===== config.mk =====
export PLATFORM = sky130hd
export DESIGN_NAME = fir_channel_scheduler
export DESIGN_NICKNAME = d
export VERILOG_FILES = /design/src/rtl/fir_channel_scheduler.sv
export SDC_FILE = /design/constraint.sdc
export NUM_CORES = 1
export LEC_CHECK = 0
export ABC_AREA = 1
export BUFFER_PORTS_ARGS = -buffer_cell sky130_fd_sc_hd__buf_4
export CAP_MARGIN = 30
export CORE_MARGIN = 2
export CORE_UTILIZATION = 48
export DETAILED_ROUTE_END_ITERATION = 8
export GPL_TIMING_DRIVEN = 0
export HOLD_SLACK_MARGIN = 0.06
export PLACE_DENSITY = 0.8
export SLEW_MARGIN = 15
export SYNTH_ARGS = -nofsm -noshare
export SYNTH_HDL_FRONTEND = slang
export SYNTH_SLANG_ARGS = --single-unit
export TNS_END_PERCENT = 30

===== constraint.sdc =====
create_clock -name i_clk -period 3.2 [get_ports i_clk]
set_input_delay 0.32 -clock i_clk [delete_from_list [all_inputs] [get_ports i_clk]]
set_output_delay 0.32 -clock i_clk [all_outputs]
set_load 0.1 [all_outputs]

===== src/rtl/fir_channel_scheduler.sv =====
// Round-robin scheduler sharing one FIR core among NUM_CH sample channels.
// A channel is granted in IDLE, the core is launched in START, the result is
// awaited in WAIT (bounded by TIMEOUT) and handed to the serializer in OUT.
module fir_channel_scheduler #(
    parameter int unsigned NUM_CH  = 4,
    parameter int unsigned LENGTH  = 24,
    parameter int unsigned TIMEOUT = 255,
    localparam int unsigned CH_W   = $clog2(NUM_CH)
) (
    input  logic                     i_clk,
    input  logic                     i_rst_n,
    input  logic                     i_en,
    input  logic [NUM_CH-1:0]        iv_req_valid,
    input  logic [NUM_CH*LENGTH-1:0] iv_req_data,
    output logic [NUM_CH-1:0]        ov_req_ready,
    output logic                     o_core_start,
    output logic [LENGTH-1:0]        ov_core_din,
    input  logic                     i_core_done,
    input  logic [LENGTH-1:0]        iv_core_dout,
    output logic [LENGTH-1:0]        ov_dout,
    output logic [CH_W-1:0]          ov_dout_ch,
    output logic                     o_dout_valid,
    input  logic                     i_ready,
    output logic                     o_busy,
    output logic                     o_timeout
);

    localparam int unsigned CNT_W = $clog2(TIMEOUT);

    typedef enum logic [1:0] {
        S_IDLE  = 2'd0,
        S_START = 2'd1,
        S_WAIT  = 2'd2,
        S_OUT   = 2'd3
    } state_t;

    state_t              state_q,      state_d;
    logic [CH_W-1:0]     ptr_q,        ptr_d;
    logic [CH_W-1:0]     ch_q,         ch_d;
    logic [CNT_W-1:0]    cnt_q,        cnt_d;
    logic [LENGTH-1:0]   core_din_q,   core_din_d;
    logic                core_start_q, core_start_d;
    logic [LENGTH-1:0]   dout_q,       dout_d;
    logic [CH_W-1:0]     dout_ch_q,    dout_ch_d;
    logic                dout_valid_q, dout_valid_d;
    logic                busy_q,       busy_d;
    logic                timeout_q,    timeout_d;

    logic                found_c;
    logic [CH_W-1:0]     grant_ch_c;
    logic [CH_W-1:0]     scan_ch_c;

    // First requesting channel at or after ptr, wrapping at NUM_CH-1.
    always_comb begin
        found_c    = 1'b0;
        grant_ch_c = '0;
        scan_ch_c  = ptr_q;
        for (int unsigned n = 0; n < NUM_CH; n++) begin
            if (!found_c && iv_req_valid[scan_ch_c]) begin
                found_c    = 1'b1;
                grant_ch_c = scan_ch_c;
            end
            scan_ch_c = (scan_ch_c == CH_W'(NUM_CH - 1)) ? '0 : scan_ch_c + CH_W'(1);
        end
    end

    // Next-state, datapath and accept logic.
    always_comb begin
        state_d      = state_q;
        ptr_d        = ptr_q;
        ch_d         = ch_q;
        cnt_d        = cnt_q;
        core_din_d   = core_din_q;
        core_start_d = 1'b0;
        dout_d       = dout_q;
        dout_ch_d    = dout_ch_q;
        dout_valid_d = dout_valid_q;
        timeout_d    = 1'b0;
        ov_req_ready = '0;

        case (state_q)
            S_IDLE: begin
                // The accept is held off while reset is asserted so every output reads 0.
                if (i_en && found_c && i_rst_n) begin
                    ov_req_ready[grant_ch_c] = 1'b1;
                    core_din_d   = iv_req_data[32'(grant_ch_c) * LENGTH +: LENGTH];
                    ch_d         = grant_ch_c;
                    ptr_d        = (grant_ch_c == CH_W'(NUM_CH - 1)) ? '0
                                                                     : grant_ch_c + CH_W'(1);
                    core_start_d = 1'b1;
                    state_d      = S_START;
                end
            end
            S_START: begin
                cnt_d   = '0;
                state_d = S_WAIT;
            end
            S_WAIT: begin
                if (i_core_done) begin
                    dout_d       = iv_core_dout;
                    dout_ch_d    = ch_q;
                    dout_valid_d = 1'b1;
                    state_d      = S_OUT;
                end else if (cnt_q == CNT_W'(TIMEOUT - 2)) begin
                    // Counter would reach TIMEOUT-1: drop the word.
                    cnt_d     = '0;
                    timeout_d = 1'b1;
                    state_d   = S_IDLE;
                end else begin
                    cnt_d = cnt_q + CNT_W'(1);
                end
            end
            S_OUT: begin
                if (i_ready) begin
                    dout_valid_d = 1'b0;
                    state_d      = S_IDLE;
                end
            end
            default: state_d = S_IDLE;
        endcase

        busy_d = (state_d != S_IDLE);
    end

    // State and output registers.
    always_ff @(posedge i_clk or negedge i_rst_n) begin
        if (!i_rst_n) begin
            state_q      <= S_IDLE;
            ptr_q        <= '0;
            ch_q         <= '0;
            cnt_q        <= '0;
            core_din_q   <= '0;
            core_start_q <= 1'b0;
            dout_q       <= '0;
            dout_ch_q    <= '0;
            dout_valid_q <= 1'b0;
            busy_q       <= 1'b0;
            timeout_q    <= 1'b0;
        end else begin
            state_q      <= state_d;
            ptr_q        <= ptr_d;
            ch_q         <= ch_d;
            cnt_q        <= cnt_d;
            core_din_q   <= core_din_d;
            core_start_q <= core_start_d;
            dout_q       <= dout_d;
            dout_ch_q    <= dout_ch_d;
            dout_valid_q <= dout_valid_d;
            busy_q       <= busy_d;
            timeout_q    <= timeout_d;
        end
    end

    assign o_core_start = core_start_q;
    assign ov_core_din  = core_din_q;
    assign ov_dout      = dout_q;
    assign ov_dout_ch   = dout_ch_q;
    assign o_dout_valid = dout_valid_q;
    assign o_busy       = busy_q;
    assign o_timeout    = timeout_q;

endmodule

# Yosys cells after proc, flatten, opt, wreduce, memory -nomap -nowiden
# Index checks and enable logic that the tools add are counted.
dict set report totals {
  ff_bits 68
  latch_bits 0
  ramBits 0
  rom_bits 0
  input_bits 129
  output_inout_bits 58
  elab_cells 92
  n_memories 0
}
dict set report op_classes {
  n_addsub 5
  multipliers 1
  n_div 0
  order_cmp 6
  eq_ne 11
  shift 1
  n_mux 40
  bitwise_logic 0
  reduce_logical 17
}
# op count
set ops {}
lappend ops {{$shiftx 96x8->24} 1}
lappend ops {{$mux 2} 12}
lappend ops {{$mux 1} 16}
lappend ops {{$mux 8} 2}
lappend ops {{$pmux 8 s2} 1}
lappend ops {{$lt 2x3->1 const B} 5}
lappend ops {{$eq 2x2->1 const B} 6}
lappend ops {{$add 2x1->2 const B} 4}
lappend ops {{$add 8x1->8 const B} 1}
lappend ops {{$bmux 1 s2} 4}
lappend ops {{$eq 8x8->1 const B} 1}
lappend ops {{$mux 4} 2}
lappend ops {{$pmux 2 s4} 1}
lappend ops {{$logic_and 1x1->1} 6}
lappend ops {{$ne 2x2->1 const B} 3}
lappend ops {{$reduce_and 2->1} 3}
lappend ops {{$reduce_bool 2->1} 3}
lappend ops {{$mul 2x2->4 const B} 1}
lappend ops {{$logic_not 1->1} 3}
lappend ops {{$reduce_and 3->1} 1}
lappend ops {{$demux 1 s2} 1}
lappend ops {{$eq 2x1->1 const B} 1}
lappend ops {{$ge 2x1->1 const B} 1}
lappend ops {{$logic_not 2->1} 1}
lappend ops {{$pmux 1 s2} 1}

# Longest topological paths before layout
# Gate-level depths: netlist of run 1.
dict set report logic_depth {
  ltp_word 18
  depth_mapped 18
}

# Least setup slack after synthesis of run 1
# OpenSTA, ideal clock, no wires.
dict set report synth_timing {
  path_type {register -> output}
  start {register ptr_q[0]}
  end {output port ov_req_ready[3]}
  arrival_time_ns 3.335
  required_ns 2.880
  path_slack_ns -0.455
  path_stages_with_launch 13
  path_cell_list {dfrtp_1 ha_1 inv_2 nor2_1 nor2_4 a21oi_4 nand4_4 nand2_4 buf_8 buf_6 ha_1 inv_1 nor2_1}
}
dict set report synth_between {
  elab_chain_cells 18
  elab_cells_between_ends 40
}
# item line
set synth_lines {}
lappend synth_lines {{from (decl)} 38} ;# logic [CH_W-1:0] ptr_q, ptr_d;
lappend synth_lines {{from (signal assigned)} 141} ;# ptr_q <= ptr_d;
lappend synth_lines {{branches (longest 11 deep; another with $add 2x1->2)} --}
lappend synth_lines {{$mux 2 (*)} 59} ;# if (!found_c && iv_req_valid[scan_ch_c]) begin
lappend synth_lines {{net grant_ch_c[0]} 50} ;# logic [CH_W-1:0] grant_ch_c;
lappend synth_lines {{$lt 2x3->1 (implied by the code) or $ge 2x1->1 (tied branches)} 85} ;# ov_req_ready[grant_ch_c] = 1'b1;
lappend synth_lines {{$logic_and 1x1->1 (implied by the code)} 85}
lappend synth_lines {{$mux 1 (implied by the code)} 85}
lappend synth_lines {{$demux 1 s2 (*)} 85}
lappend synth_lines {{$mux 4 (*)} 84} ;# if (i_en && found_c && i_rst_n) begin
lappend synth_lines {{$mux 4 (*)} 81} ;# case (state_q)
lappend synth_lines {{to (decl)} 15} ;# output logic [NUM_CH-1:0] ov_req_ready,
# Mark *: on every way through the listed nets, which the timed path passes. The select of a mux whose other input is x is not followed.

# Worst setup path after layout of run 1
dict set report layout_timing {
  start {register ptr_q[1]}
  end {output port ov_req_ready[2]}
}
dict set report layout_between {
  elab_chain_cells 18
  elab_cells_between_ends 40
}
# item line
set layout_lines {}
lappend layout_lines {{branches (longest 16 deep; another with $lt 2x3->1)} --}
lappend layout_lines {{$mux 4 (*)} 84}
lappend layout_lines {{$mux 4 (*)} 81}
# Every way passes the cells marked *. The select of a mux whose other input is x is not followed.

==> impl_metrics.json, run 1 <==
{
  "status": "completed",
  "track_usage_pct": 24.2,
  "core_um2": 8640,
  "yosys_warnings": 0,
  "area_growth_pct": 45.5,
  "numCtsBuffers": 9,
  "htree_levels": 3,
  "startpoint_type": "flop",
  "yosys-top-cells-count": "160 x nand2_1, 91 x inv_1, 77 x nand3_1",
  "finalSetupViolCount": 0,
  "async_flop_share_pct": 100,
  "synthCells": 539,
  "timing.hold.ws_ns": 0.206,
  "first_iter_violations": 103,
  "end_kind": "primary output",
  "synth_enable_flop_cells": 0,
  "gp_congestion": 0.896,
  "start_util_pct": 49.1,
  "die_w_um": 98.0,
  "drc": 0,
  "finalHoldViolCount": 0,
  "clk_latency_ns": 0.34,
  "cts_tree": "done",
  "cp_data_arrival_time_ns": 2.76,
  "grt_pass1_vias": 4231,
  "syn_nets": 675,
  "nNetsFinal": 879,
  "fin_crit_ns": 3.08,
  "rows": 34,
  "ios": 187,
  "dieHeight_um": 98.0,
  "route.vias.total": 4254,
  "slew_viol_final": 0,
  "synth_most_common_cell": "nand2_1",
  "via_per_inst": 4.97,
  "utilization_pct": 71.4,
  "antenna_found_initial": 0,
  "dieArea_um2": 9600,
  "place_area_um2": 5780,
  "setup_slack_ns": 0.118,
  "routedWlPerCell_um": 13.7,
  "dp_slack_ns": 0.0966,
  "yosysTopAreaCell": "dfrtp_1",
  "antenna_left": 0,
  "wl_mm": 11.7,
  "tightest_slew_ns": 0.504,
  "grt_max_degree": 70,
  "num_antenna_cells": 0,
  "synth_ff_type": "dfrtp_1",
  "drive_gt1_share_pct": 40.0,
  "grt_pass1_wl_mm": 19.0,
  "seq_area_frac_synth_pct": 40.1,
  "yosysUniqueCellTypes": 33,
  "clock-skew-final_ns": 0.0143,
  "path_clk_slew_ns": 0.08,
  "synth_area_um2": 4240,
  "dr.pass1.iters": 4,
  "numClockSinks": 68,
  "overflow": 0,
  "syn_area_per_cell_um2": 7.87,
  "cts_buffer_depth": 2,
  "worstPathMaxFanout": 11,
  "worstSetupPathType": "reg2out",
  "fin_area_um2": 6170,
  "synth_top_area_share_pct": 40.1,
  "synth_seq_cells": 68,
  "worstPathRequired_ns": 2.88,
  "hpwl_mm": 8.89,
  "cts_root_buf": "clkbuf_8",
  "max_freq_mhz": 324,
  "hold_class": "in2reg",
  "io_buffers": 186,
  "period_share_pct": 96.3,
  "max_slew_margin_pct": 66.0,
  "synth_top_cells_by_area": "dfrtp_1 40%, nand2_1 14%, nand3_1 9.1%",
  "cap_violations": 0
}
## path summary, 6_finish.rpt
kind                                           from                           to  slack [ns]  cells after the start
setup / recovery               ptr_q[1]$_DFFE_PN0P_              ov_req_ready[2]        0.12                     16
hold / removal                     iv_core_dout[16]      ov_dout[16]$_DFFE_PN0P_        0.21                      2
setup reg to reg               ptr_q[1]$_DFFE_PN0P_  ov_core_din[17]$_DFFE_PN0P_        0.68                     15
hold reg to reg            o_dout_valid$_DFFE_PN0P_     o_dout_valid$_DFFE_PN0P_        0.48                      2
max in group asynchronous                   i_rst_n         cnt_q[6]$_DFFE_PN0P_        2.36                      3
min in group asynchronous                   i_rst_n         cnt_q[7]$_DFFE_PN0P_        0.33                      2
## per-stage QoR
step           setup TNS (ns)  std cells
2_1_floorplan          -0.746        539
3_3_place_gp                0        833
3_5_place_dp                0        833
4_1_cts                     0        849
5_1_grt               -0.0246        856
6_report                    0        856
## cells in the final DEF, fill, tap and decap left out, types with 2 or more instances in the layout
cell type,count
a21oi_1,3
buf_12,3
buf_2,6
buf_4,188
buf_6,7
buf_8,3
clkbuf_1,4
clkbuf_8,11
clkinv_2,2
clkinv_4,2
dfrtp_1,67
ha_1,6
inv_1,91
inv_2,2
mux2_2,25
nand2_1,159
nand2_2,13
nand2_4,3
nand3_1,77
nand3_2,2
nand4_1,4
nor2_1,7
nor2_2,6
nor2_4,3
nor2_8,2
nor3_1,3
o211ai_2,10
o21a_1,2
o21ai_0,8
o22ai_1,7
or2_1,6
xor2_1,2
## sequential cells by signal, summed over array words and instances, names as in the netlist
signal        count
state_q           2
ov_dout          24
cnt_q             8
ov_core_din      24
o_core_start      1
o_timeout         1
o_dout_valid      1
ov_dout_ch        2
ptr_q             2
o_busy            1
ch_q              2
## cell type report
type,instances,area (um^2)
Fill cell,687,2470
Multi-Input combinational cell,355,2050
Sequential cell,68,1700
Timing Repair Buffer,194,1530
Inverter,95,365
Buffer,20,170
Clock buffer,11,151
Tap cell,108,135
Clock inverter,5,60.1
## layer usage
layer | GRT usage (%) | vias to the layer above | part of all wire (%)
met4 | 7.59 | 0 | 2.0
li1 | - | 2098 | -
met3 | 4.72 | 24 | 6.2
met5 | 0 | - | 0
met2 | 42.1 | 163 | 51
met1 | 30.6 | 1969 | 41
## worst max-delay path, stage by stage (launching register included)
cell,delay (ns)
dfrtp_1,0.43
ha_4,0.18
nor2_2,0.13
buf_6,0.15
nand2_2,0.06
nand3_2,0.09
nand2_2,0.09
nor2_8,0.17
nand3_2,0.10
nand2_4,0.11
nand2_8,0.09
inv_8,0.09
buf_6,0.15
ha_1,0.16
inv_1,0.07
nor2_4,0.14
buf_12,0.18
## cells by family (layout without fill, tap and decap cells)
logic type | count (synthesis) | after routing | synth area share [%]
fa+ha+maj | 7 | 7 | 2.07
mux | 25 | 25 | 6.64
buf+inv | 116 | 325 | 12.5
simple gates | 287 | 287 | 31.7
flops | 68 | 68 | 40.1
xor+xnor | 2 | 2 | 0.413
compound gates | 34 | 34 | 6.55
## what timing repair did
| item | CTS | global route |
|---|---|---|
| endpoints found under the setup margin | 4 | 4 |
| gates cloned | 0 | 1 |
| hold buffers | 0 | 1 |
| buffers inserted | 1 | 4 |
| endpoints found under the hold margin | 0 | 5 |
| pin swaps | 0 | 3 |
| gates resized for setup | 12 | 12 |
Power of run 1 is left out: the tool's default activity adds up to more than one toggle a clock period on the data nets, which glitch-free logic cannot reach.
==> run 2, diff against run 1 <==
--- a/config.mk
+++ b/config.mk
@@ -14,7 +14,7 @@
 export GPL_TIMING_DRIVEN = 0
 export HOLD_SLACK_MARGIN = 0.06
 export PLACE_DENSITY = 0.8
-export SLEW_MARGIN = 15
+export RECOVER_POWER = 25
 export SYNTH_ARGS = -nofsm -noshare
 export SYNTH_HDL_FRONTEND = slang
 export SYNTH_SLANG_ARGS = --single-unit
==> run 2 against run 1 <==
Compared with the run above: flip-flop and latch count stayed put; global-route usage stayed put; die area unchanged; wire length down 0.71%; register-to-register slack is essentially flat.
==> impl_metrics.json, run 2 (synthesis results as in run 1) <==
{
  "gp_congestion": 0.896,
  "cts_buffer_depth": 2,
  "worstPathMaxFanout": 11,
  "max_slew_margin_pct": 43.8,
  "hold_class": "in2async",
  "drive_gt1_share_pct": 39.9,
  "setup_slack_ns": 0.119,
  "nNetsFinal": 877,
  "overflow": 0,
  "htree_levels": 3,
  "dp_slack_ns": 0.0966,
  "numCtsBuffers": 9,
  "layout_common_cells": "188 x buf_4, 159 x nand2_1, 91 x inv_1",
  "dieHeight_um": 98.0,
  "tightest_slew_ns": 0.843,
  "dieArea_um2": 9600,
  "grt_pass1_wl_mm": 19.0,
  "hold_buffers": 0,
  "layout_commonest_cell": "buf_4",
  "clock-skew-final_ns": 0.0100,
  "critPathSlowestCell": "dfrtp_1",
  "hpwl_mm": 8.89,
  "first_iter_violations": 105,
  "grt_max_degree": 70,
  "drc": 0,
  "numClockSinks": 68,
  "wl_mm": 11.6,
  "via_per_inst": 4.97,
  "antenna_left": 0,
  "io_buffers": 186,
  "finalSetupTns_ns": 0,
  "cp_data_arrival_time_ns": 2.76,
  "start_util_pct": 49.1,
  "core_um2": 8640,
  "num_antenna_cells": 0,
  "slew_viol_final": 0,
  "timing.hold.ws_ns": 0.0718,
  "cap_violations": 0,
  "ios": 187,
  "worstSetupPathType": "reg2out",
  "antenna_found_initial": 0,
  "max_freq_mhz": 325,
  "utilization_pct": 71.0,
  "nFillCells": 692,
  "fin_crit_ns": 3.08,
  "startpoint_type": "flop",
  "finalHoldViolCount": 0,
  "cts_tree": "done",
  "dr.pass1.iters": 4,
  "period_share_pct": 96.3,
  "worstPathRequired_ns": 2.88,
  "route.vias.total": 4248,
  "clk_latency_ns": 0.34,
  "cts_root_buf": "clkbuf_8",
  "routedWlPerCell_um": 13.6,
  "grt_pass1_vias": 4231,
  "area_growth_pct": 44.6,
  "track_usage_pct": 24.2,
  "finalSetupViolCount": 0,
  "cp_slowest_stage_delay_ns": 0.43,
  "die_w_um": 98.0,
  "rows": 34,
  "path_clk_slew_ns": 0.08,
  "end_kind": "primary output",
  "crit_chain": "ha_4 > nor2_2 > buf_6 > nand2_2 > nand3_2 > nand2_2 > nor2_8 > nand3_2 > nand2_4 > nand2_8 > inv_8 > buf_6 > ha_1 > inv_1 > nor2_4 > buf_12",
  "status": "completed"
}
run 2: changes by cell type in the layout (fill, tap and decap cells not counted), sizes merged:
cell	delta
buf	-1
dlygate4sd3	-1
run 2: worst max-delay path: cells and delay by family, from the launching register on:
| family | cells | cell delay (ns) |
|---|---|---|
| DFF | 1 | 0.43 |
| adders and majority gates | 2 | 0.34 |
| and+or+nand+nor | 9 | 0.98 |
| buffers and inverters | 5 | 0.64 |
run 2: layer usage:
layer  wire [um]  part of all wire (%)  GRT usage, %  vias to the layer above
met1        4700                    41          30.6                     1968
met5           0                     0             0                        -
met4         219                   1.9          7.59                        0
met3         744                   6.4          4.72                       22
met2        5930                    51          42.1                      167
li1            -                     -             -                     2091
run 2: metrics by stage:
stage	instances	area [um^2]
floorplan	539	4250
global placement	833	5780
detailed placement	833	5780
CTS	849	6030
global route	854	6130
finish	854	6130
run 2: layout make-up:
cell class	instances	area [um^2]	share of cell area, %
timing repair buffer	192	1500	24.4
clock buffer	11	151	2.47
inverter	95	365	5.96
multi-input combinational	355	2050	33.4
sequential	68	1700	27.8
buffer	20	170	2.78
tap	108	135	2.20
clock inverter	5	60.1	0.980
run 2: repair_timing:
action	in CTS	in global routing
cloned	0	1
setup buffers	1	4
endpoints found under the hold margin	0	0
pin swaps	0	3
endpoints found under the setup margin	4	4
gates resized for setup	12	12
run 2: final timing paths:
check | end | startpoint | slack, ns | depth (start not counted)
setup / recovery | ov_req_ready[2] | ptr_q[1]$_DFFE_PN0P_ | 0.12 | 16
hold / removal | cnt_q[4]$_DFFE_PN0P_ | i_rst_n | 0.07 | 1
setup reg to reg | ov_core_din[17]$_DFFE_PN0P_ | ptr_q[1]$_DFFE_PN0P_ | 0.69 | 15
hold reg to reg | o_dout_valid$_DFFE_PN0P_ | o_dout_valid$_DFFE_PN0P_ | 0.48 | 2
max in group asynchronous | ptr_q[0]$_DFFE_PN0P_ | i_rst_n | 2.52 | 1
min in group i_clk | ov_dout[16]$_DFFE_PN0P_ | iv_core_dout[16] | 0.21 | 2
Power of run 2 is left out for the same reason.
==> run 3, diff against run 2 <==
--- a/config.mk
+++ b/config.mk
@@ -15,6 +15,7 @@
 export HOLD_SLACK_MARGIN = 0.06
 export PLACE_DENSITY = 0.8
 export RECOVER_POWER = 25
+export SETUP_SLACK_MARGIN = 0.15
 export SYNTH_ARGS = -nofsm -noshare
 export SYNTH_HDL_FRONTEND = slang
 export SYNTH_SLANG_ARGS = --single-unit
==> constraint.sdc (replaced) <==
create_clock -name i_clk -period 3.2 [get_ports i_clk]
set_input_delay 0 -clock i_clk [delete_from_list [all_inputs] [get_ports i_clk]]
set_output_delay 0 -clock i_clk [all_outputs]
set_load 0.1 [all_outputs]
==> run 3 against run 2 <==
Compared with the run above: first-iteration DRC count rose by 150%; sequential share of layout area down 2.9 points; via count up 17%; non-clock buffer count increased by 95; global-route usage increased by 7.4 points; final cell count grew 11%; critical path depth decreased by 3; flip-flop and latch count is the same; hold slack better by 0.0029 ns; utilization up 8.4 points; wire length is 31% higher; worst setup slack gained 0.13 ns; critical path type is now reg2reg.
==> impl_metrics.json, run 3 (synthesis results as in run 1) <==
{
  "worstSetupPathType": "reg2reg",
  "first_iter_violations": 262,
  "path_clk_slew_ns": 0.08,
  "period_share_pct": 92.3,
  "gp_congestion": 0.883,
  "crit_chain": "ha_4 > inv_2 > nor2_2 > nor2_4 > a21oi_4 > nand4_4 > nand2_4 > buf_8 > buf_6 > nand2_1 > nand3_1 > dlygate4sd3_1 > nand3_1",
  "clk_latency_ns": 0.34,
  "slew_viol_final": 0,
  "final_cells": 949,
  "cts_root_buf": "clkbuf_8",
  "num_antenna_cells": 0,
  "die_w_um": 98.0,
  "multi_input_area_um2": 2030,
  "worstPathMaxFanout": 10,
  "grt_pass1_vias": 5275,
  "end_kind": "flop",
  "start_util_pct": 49.1,
  "dp_slack_ns": 0.387,
  "drive_gt1_share_pct": 30.1,
  "place_area_um2": 5770,
  "core_um2": 8640,
  "clock-skew-final_ns": 0.0145,
  "numCtsBuffers": 9,
  "rsz0062_at_grt": "true",
  "seq_area_um2": 1700,
  "cap_violations": 0,
  "dp_cells": 833,
  "hold_class": "in2reg",
  "fin_crit_ns": 2.95,
  "finalSetupViolCount": 0,
  "startpoint_type": "flop",
  "cp_slowest_stage_delay_ns": 0.61,
  "antenna_left": 0,
  "drc": 0,
  "nFillCells": 574,
  "critPathBufInv": 4,
  "io_buffers": 186,
  "cts_buffer_depth": 2,
  "max_slew_margin_pct": 17.5,
  "status": "completed",
  "crit_top_cell": "nand3_1",
  "layout_commonest_cell": "nand2_1",
  "crit_family": "buffers and inverters",
  "wl_mm": 15.3,
  "setup_slack_ns": 0.246,
  "nNetsFinal": 972,
  "tightest_slew_ns": 1.24,
  "route.vias.total": 4978,
  "max_freq_mhz": 339,
  "cp_data_arrival_time_ns": 3.16,
  "area_growth_pct": 61.7,
  "cts_tree": "done",
  "grt_pass1_wl_mm": 24.4,
  "worstPathRequired_ns": 3.40,
  "overflow": 0,
  "rows": 34,
  "numClockSinks": 68,
  "htree_levels": 3,
  "routedWlPerCell_um": 16.1,
  "dieHeight_um": 98.0,
  "ios": 187,
  "finalHoldViolCount": 0,
  "dr.pass1.iters": 5,
  "track_usage_pct": 31.6,
  "layout_common_cells": "160 x nand2_1, 148 x buf_4, 96 x dlygate4sd3_1",
  "via_per_inst": 5.25,
  "fin_area_um2": 6860,
  "critPathSlowestCell": "dlygate4sd3_1",
  "hpwl_mm": 9.22,
  "antenna_found_initial": 0,
  "utilization_pct": 79.4,
  "grt_max_degree": 70,
  "dieArea_um2": 9600
}
==> run 3: changes by cell type in the layout (fill, tap and decap cells not counted), moves of 2 or more <==
cell,delta
buf_12,-2
buf_4,-40
buf_8,+2
clkbuf_1,+41
clkbuf_8,-2
dlygate4sd3_1,+96
inv_6,+2
nor2_1,+2
==> run 3: through the flow <==
step	hold WS, ns	setup TNS [ns]
finish	0.0747	0
global route	0.0824	0
CTS	0.0604	0
detailed placement	0.169	0
global placement	0.167	0
floorplan	-0.296	-0.210
==> run 3: cell type report <==
class / instances / area share (%)
inverter: 95 / 5.24
multi-input combinational: 355 / 29.6
clock buffer: 9 / 1.81
buffer: 21 / 2.68
sequential: 68 / 24.8
clock inverter: 7 / 1.08
timing repair buffer: 286 / 32.8
tap: 108 / 1.97
==> run 3: final timing paths <==
kind | from | end | slack [ns] | cells after the start
max reg2reg | ptr_q[0]$_DFFE_PN0P_ | ov_core_din[6]$_DFFE_PN0P_ | 0.25 | 13
max | ptr_q[0]$_DFFE_PN0P_ | ov_core_din[6]$_DFFE_PN0P_ | 0.25 | 13
max in group asynchronous | i_rst_n | ptr_q[0]$_DFFE_PN0P_ | 2.25 | 2
min reg2reg | ov_core_din[19]$_DFFE_PN0P_ | ov_core_din[19]$_DFFE_PN0P_ | 0.48 | 2
min in group asynchronous | i_rst_n | ov_dout[0]$_DFFE_PN0P_ | 0.33 | 2
min | iv_req_data[34] | ov_core_din[10]$_DFFE_PN0P_ | 0.07 | 7
==> run 3: routing by layer <==
layer	up-vias	global-route usage (%)	wire, um
met5	-	0	0
met4	0	19.1	873
met3	87	7.02	1140
met2	300	57.8	7970
met1	2308	32.7	5270
li1	2283	-	-
==> run 3: tightest hold or removal path, delay by kind of cell <==
| family | cells | cell delay (ns) |
|---|---|---|
| and+or+nand+nor | 5 | 0.27 |
| buffers and inverters | 2 | 0.11 |
==> run 3: what timing repair did <==
action,CTS,global route
resized for setup,4,9
endpoints found under the hold margin,116,0
endpoints found under the setup margin,4,20
pin swaps,0,1
hold buffers,96,0
buffers inserted,0,4
Power of run 3 is left out for the same reason.
